==> src/rtl/qpp_addr_gen_pkg.sv <==
// Shared constants for the QPP interleaver address generator: block sizes,
// permutation polynomial coefficients, derived increments and FSM encoding.
package qpp_addr_gen_pkg;

    localparam int unsigned AW = 13;   // address / index width
    localparam int unsigned SW = 14;   // width of an unreduced modular sum

    // Block size select 0
    localparam logic [AW-1:0] K_SMALL    = 13'd1056;
    localparam logic [AW-1:0] F1_SMALL   = 13'd17;
    localparam logic [AW-1:0] F2_SMALL   = 13'd66;
    localparam logic [AW-1:0] STEP_SMALL = 13'(2 * F2_SMALL);
    localparam logic [AW-1:0] G0_SMALL   = 13'((F1_SMALL + F2_SMALL) % K_SMALL);

    // Block size select 1
    localparam logic [AW-1:0] K_LARGE    = 13'd6144;
    localparam logic [AW-1:0] F1_LARGE   = 13'd263;
    localparam logic [AW-1:0] F2_LARGE   = 13'd480;
    localparam logic [AW-1:0] STEP_LARGE = 13'(2 * F2_LARGE);
    localparam logic [AW-1:0] G0_LARGE   = 13'((F1_LARGE + F2_LARGE) % K_LARGE);

    typedef enum logic [1:0] {
        ST_IDLE = 2'd0,
        ST_RUN  = 2'd1,
        ST_DONE = 2'd2
    } state_e;

    function automatic logic [AW-1:0] k_size(input logic sel);
        return sel ? K_LARGE : K_SMALL;
    endfunction

    function automatic logic [AW-1:0] g_init(input logic sel);
        return sel ? G0_LARGE : G0_SMALL;
    endfunction

    function automatic logic [AW-1:0] g_step(input logic sel);
        return sel ? STEP_LARGE : STEP_SMALL;
    endfunction

endpackage

==> src/rtl/qpp_addr_gen_mod_add.sv <==
// Single-step modular adder: both operands must already be below mod_i, so
// one conditional subtraction fully reduces the sum.
module mod_add
    import qpp_addr_gen_pkg::*;
(
    input  logic [AW-1:0] a_i,
    input  logic [AW-1:0] b_i,
    input  logic [AW-1:0] mod_i,
    output logic [AW-1:0] sum_o
);

    logic [SW-1:0] raw_sum;
    logic [SW-1:0] red_sum;

    // Add with a carry bit, then subtract the modulus once if it overflowed K
    always_comb begin
        raw_sum = {1'b0, a_i} + {1'b0, b_i};
        red_sum = raw_sum - {1'b0, mod_i};
        if (raw_sum >= {1'b0, mod_i}) begin
            sum_o = red_sum[AW-1:0];
        end else begin
            sum_o = raw_sum[AW-1:0];
        end
    end

endmodule

==> src/rtl/qpp_addr_gen.sv <==
// QPP interleaver address generator. Produces pi(i) = (f1*i + f2*i^2) mod K
// for i = 0..K-1 using two running modular sums instead of multipliers,
// with a valid/ready handshake toward the consumer.
//
// state | meaning
// IDLE  | waiting for start; outputs idle
// RUN   | presenting (idx, addr) pairs, advancing on each transfer
// DONE  | one-cycle done pulse after the final transfer
module qpp_addr_gen
    import qpp_addr_gen_pkg::*;
(
    input  logic          clock,
    input  logic          reset_n,
    input  logic          start,
    input  logic          k,
    input  logic          addr_ready,
    output logic [AW-1:0] addr,
    output logic [AW-1:0] idx,
    output logic          addr_valid,
    output logic          last,
    output logic          busy,
    output logic          done,
    output logic          k_latched
);

    state_e        state_q, state_d;
    logic [AW-1:0] pi_q, pi_d;
    logic [AW-1:0] g_q, g_d;
    logic [AW-1:0] idx_q, idx_d;
    logic          kl_q, kl_d;

    logic [AW-1:0] k_mod;
    logic [AW-1:0] idx_max;
    logic [AW-1:0] step;
    logic [AW-1:0] pi_next;
    logic [AW-1:0] g_next;

    assign k_mod   = k_size(kl_q);
    assign idx_max = k_mod - 13'd1;
    assign step    = g_step(kl_q);

    mod_add u_pi_add (
        .a_i   (pi_q),
        .b_i   (g_q),
        .mod_i (k_mod),
        .sum_o (pi_next)
    );

    mod_add u_g_add (
        .a_i   (g_q),
        .b_i   (step),
        .mod_i (k_mod),
        .sum_o (g_next)
    );

    // Next-state logic: load on acceptance, advance only on a transfer
    always_comb begin
        state_d = state_q;
        pi_d    = pi_q;
        g_d     = g_q;
        idx_d   = idx_q;
        kl_d    = kl_q;
        case (state_q)
            ST_IDLE: begin
                if (start) begin
                    kl_d    = k;
                    pi_d    = '0;
                    idx_d   = '0;
                    g_d     = g_init(k);
                    state_d = ST_RUN;
                end
            end
            ST_RUN: begin
                if (addr_ready) begin
                    if (idx_q == idx_max) begin
                        state_d = ST_DONE;
                    end else begin
                        idx_d = idx_q + 13'd1;
                        pi_d  = pi_next;
                        g_d   = g_next;
                    end
                end
            end
            ST_DONE: begin
                state_d = ST_IDLE;
            end
            default: begin
                state_d = ST_IDLE;
            end
        endcase
    end

    // State register with synchronous active-low reset
    always_ff @(posedge clock) begin
        if (!reset_n) begin
            state_q <= ST_IDLE;
            pi_q    <= '0;
            g_q     <= '0;
            idx_q   <= '0;
            kl_q    <= 1'b0;
        end else begin
            state_q <= state_d;
            pi_q    <= pi_d;
            g_q     <= g_d;
            idx_q   <= idx_d;
            kl_q    <= kl_d;
        end
    end

    assign addr       = pi_q;
    assign idx        = idx_q;
    assign addr_valid = (state_q == ST_RUN);
    assign last       = (state_q == ST_RUN) && (idx_q == idx_max);
    assign busy       = (state_q != ST_IDLE);
    assign done       = (state_q == ST_DONE);
    assign k_latched  = kl_q;

endmodule

==> config.mk <==
export PLATFORM = sky130hd
export DESIGN_NAME = qpp_addr_gen
export DESIGN_NICKNAME = d
export VERILOG_FILES = /design/src/rtl/qpp_addr_gen_pkg.sv /design/src/rtl/qpp_addr_gen_mod_add.sv /design/src/rtl/qpp_addr_gen.sv
export SDC_FILE = /design/constraint.sdc
export NUM_CORES = 1
export LEC_CHECK = 0
export ABC_AREA = 0
export CORE_MARGIN = 3
export CORE_UTILIZATION = 50
export DETAILED_ROUTE_END_ITERATION = 7
export GPL_ROUTABILITY_DRIVEN = 0
export GPL_TIMING_DRIVEN = 1
export PLACE_DENSITY = 0.71
export SYNTH_ARGS = -nofsm -noshare
export SYNTH_HDL_FRONTEND = slang
export SYNTH_SLANG_ARGS = --single-unit
==> constraint.sdc <==
create_clock -name clock -period 4.6 [get_ports clock]
set_clock_uncertainty 0.1 [all_clocks]
set_input_delay 0.46 -clock clock [delete_from_list [all_inputs] [get_ports clock]]
set_output_delay 0.46 -clock clock [all_outputs]
set_load 0.05 [all_outputs]
==> results by group <==
CTS
  • Worst-Skew Late Latency: 0.30 ns
  • CTS Root Cell: clkbuf_8
  • CTS Buffer Depth: 2
  • Clock H-tree levels: 2
  • Cts bufs inserted: 5
  • Num Clock Sinks: 41
  • Hold Buf Count CTS: 0
  • Post-CTS Setup Bufs: 0
  • TritonCTS clock tree: done
  • CTS resizes: 0
  • Clock-pin slew on the worst setup and hold paths: 0.09 ns

Floorplan
  • Die Height: 85.96 um
  • Die area: 0.007389 mm^2
  • Ports: 36
  • Initial core utilization: 52.75%
  • Core Box Area: 0.006061 mm^2
  • Die Wd: 85.96 um
  • Rows: 28

Routing
  • Antenna Nets Post-Route: 0
  • Drt via density: 6.207
  • Residual DRC count: 0
  • Met1 wire length: 4.115 mm
  • Met2 wire len: 3.845 mm
  • Detailed-route via count: 3122
  • First DRT Iteration DRCs: 210
  • Top sig layer: met4
  • Post-Route WL: 8.609 mm
  • DR WL/cell: 17.12 um
  • Metal3 WL: 507 um
  • DRT Pass-1 Iters: 5

Synthesis
  • Yosys reg bits: 41
  • Syn Nets: 426
  • Cell variety after synth: 60
  • Main synth FF type: dfxtp_1
  • Synth top area share: 25.68%
  • Largest cells by area after synthesis: dfxtp_1 (26%), ha_1 (11%), xor2_1 (5.2%)
  • Async SR Flop Fraction: 0%
  • Post-Syn Area per Cell: 8.176 um^2
  • Most frequent cell after synthesis: dfxtp_1
  • Cell taking the most area after synthesis: dfxtp_1
  • Mapped Cells: 391
  • Cell Area, Synth: 0.003197 mm^2
  • Synth top cells by count: dfxtp_1 (41), nor2_1 (32), ha_1 (29)
  • Ys Warns: 0
  • Post-synth EDFFs: 0
  • Seq/Total Area, Yosys: 25.68%

Cells and area
  • Fillers: 542
  • Share of cells above drive strength 1: 5.607%
  • Nets@finish: 462
  • Fin util: 61.77%
  • Area delta synth->final: 17.10%
  • Final instance area: 0.003744 mm^2
  • Non-filler instance count after layout: 503
  • Ant. Diodes: 0

Power and ir drop
  • Clock Power Share: 29.8%
  • Peak VDD IR: 0.1777 mV
  • Switching Fraction: 35.63%
  • Combinational share of power: 32.8%
  • Seq pwr share: 37.3%
  • Pleak: 1.531 nW
  • Net switching power: 0.3756 mW
  • Pint: 0.6786 mW
  • P per Cell Area: 281.6 mW/mm^2
  • Total power: 1.054 mW

Timing
  • Rel. slew slack: 15.33%
  • Minimum hold slack: 0.3936 ns
  • Final hold vios: 0
  • Max Freq: 232.7 MHz
  • Unrepaired setup endpoints after global routing: no
  • Worst setup slack after layout: 0.3026 ns
  • Slew @ Worst Pin: 1.257 ns
  • Crit path time final: 4.297 ns
  • Setup violations, final: 0
  • Final Max Slew Viols: 0
  • Setup TNS: 0 ns
  • Final worst path period share: 93.42%

Placement
  • Count of buffers from port buffering: 35
  • DP HPWL: 6.513 mm
  • Placed cell count: 493
  • Dpl cell area: 0.003608 mm^2
  • Placement Setup Slack: 0.2451 ns

Setup path
  • Worst Setup End Kind: flip-flop
  • Startpoint Class: flip-flop
  • Critical Path RT: 4.70 ns
  • CP Data Arrival Time: 4.40 ns
  • Max FO, Critical Path: 5
  • Critical path type: reg -> reg

Global route
  • All-Layer GR Usage: 23.88%
  • Number of global-route vias before repair: 3014
  • Largest net degree at the start of global routing: 24
  • Grt ovf: 0
  • First-pass GRT wire length: 14.36 mm
  • Antenna violations before repair: 0

Flow run
  • Max Cap Viol: 0

Outcome
  • Status: complete, no violations

Worst hold path
  • Hold/Removal Path Class: reg -> reg
[power by group through the flow]
stage,Combinational (mW),Sequential (mW),Clock (mW)
after detailed placement,0.332,0.401,0
after floorplan,0.238,0.413,0
after CTS,0.335,0.393,0.318
final,0.346,0.393,0.315
after global routing,0.382,0.396,0.331
after global placement,0.326,0.401,0
[flip-flops by register name, indices dropped and copies added (netlist names)]
name,count
idx,13
g_q,12
k_latched,1
state_q,2
addr,13
[critical path, stage by stage, from the launching register on]
cell and delay, ns:
dfxtp_1 0.37, ha_1 0.24, fa_1 0.43, a211oi_1 0.35
o21ai_0 0.21, a311oi_1 0.33, o21bai_1 0.11, a21oi_1 0.19
xnor2_1 0.10, ha_1 0.32, or4bb_1 0.39, nor2_1 0.11
a311o_1 0.25, a21oi_1 0.08, a2111o_1 0.37, a32o_1 0.22
[cells in the final DEF (no fill, tap or decap), types with 7 or more instances in the layout]
cell type        Yosys  layout
dfxtp_1             41      41
clkdlybuf4s50_1      0      35
nor2_1              32      32
ha_1                29      29
nand2_1             27      27
nand3_1             26      26
o21ai_0             22      22
xor2_1              19      19
a21oi_1             18      18
inv_1               17      17
xnor2_1             11      11
nor2b_1             11      11
a22oi_1              8       8
and3_1               7       7
nor3_1               7       7
and2_1               7       7
[layout make-up]
class,instances,area (um^2),share of cell area [%]
tap,75,93.84,2.507
inverter,17,63.81,1.705
clock buffer,6,82.58,2.206
timing repair buffer,41,395.4,10.56
clock inverter,2,37.54,1.003
multi-input combinational,321,2250,60.09
sequential,41,820.8,21.93
[routing by layer]
layer / vias up / track usage (%)
met5: - / 0
met4: 0 / 6.763
met3: 13 / 4.227
li1: 1527 / -
met2: 119 / 36.86
met1: 1463 / 33.96
[path summary, 6_finish.rpt]
path         endpoint  depth (start not counted)  slack, ns     start
min          addr[10]                          2       0.39  addr[10]
min reg2reg  addr[10]                          2       0.39  addr[10]
max          addr[12]                         15       0.30    g_q[0]
max reg2reg  addr[12]                         15       0.30    g_q[0]
[logic make-up (layout without fill, tap and decap cells)]
| group | count (synthesis) | after routing | synth area share, % |
|---|---|---|---|
| AOI/OAI and AO/OA | 103 | 103 | 23.41 |
| xor gates and xnor gates | 31 | 31 | 8.728 |
| buffers and inverters | 29 | 66 | 3.953 |
| muxes | 2 | 2 | 0.6262 |
| adders and majority gates | 30 | 30 | 11.98 |
| DFF | 41 | 41 | 25.68 |
| and+or+nand+nor | 155 | 155 | 25.64 |
Note: power is estimated with default switching activity, not from simulation.
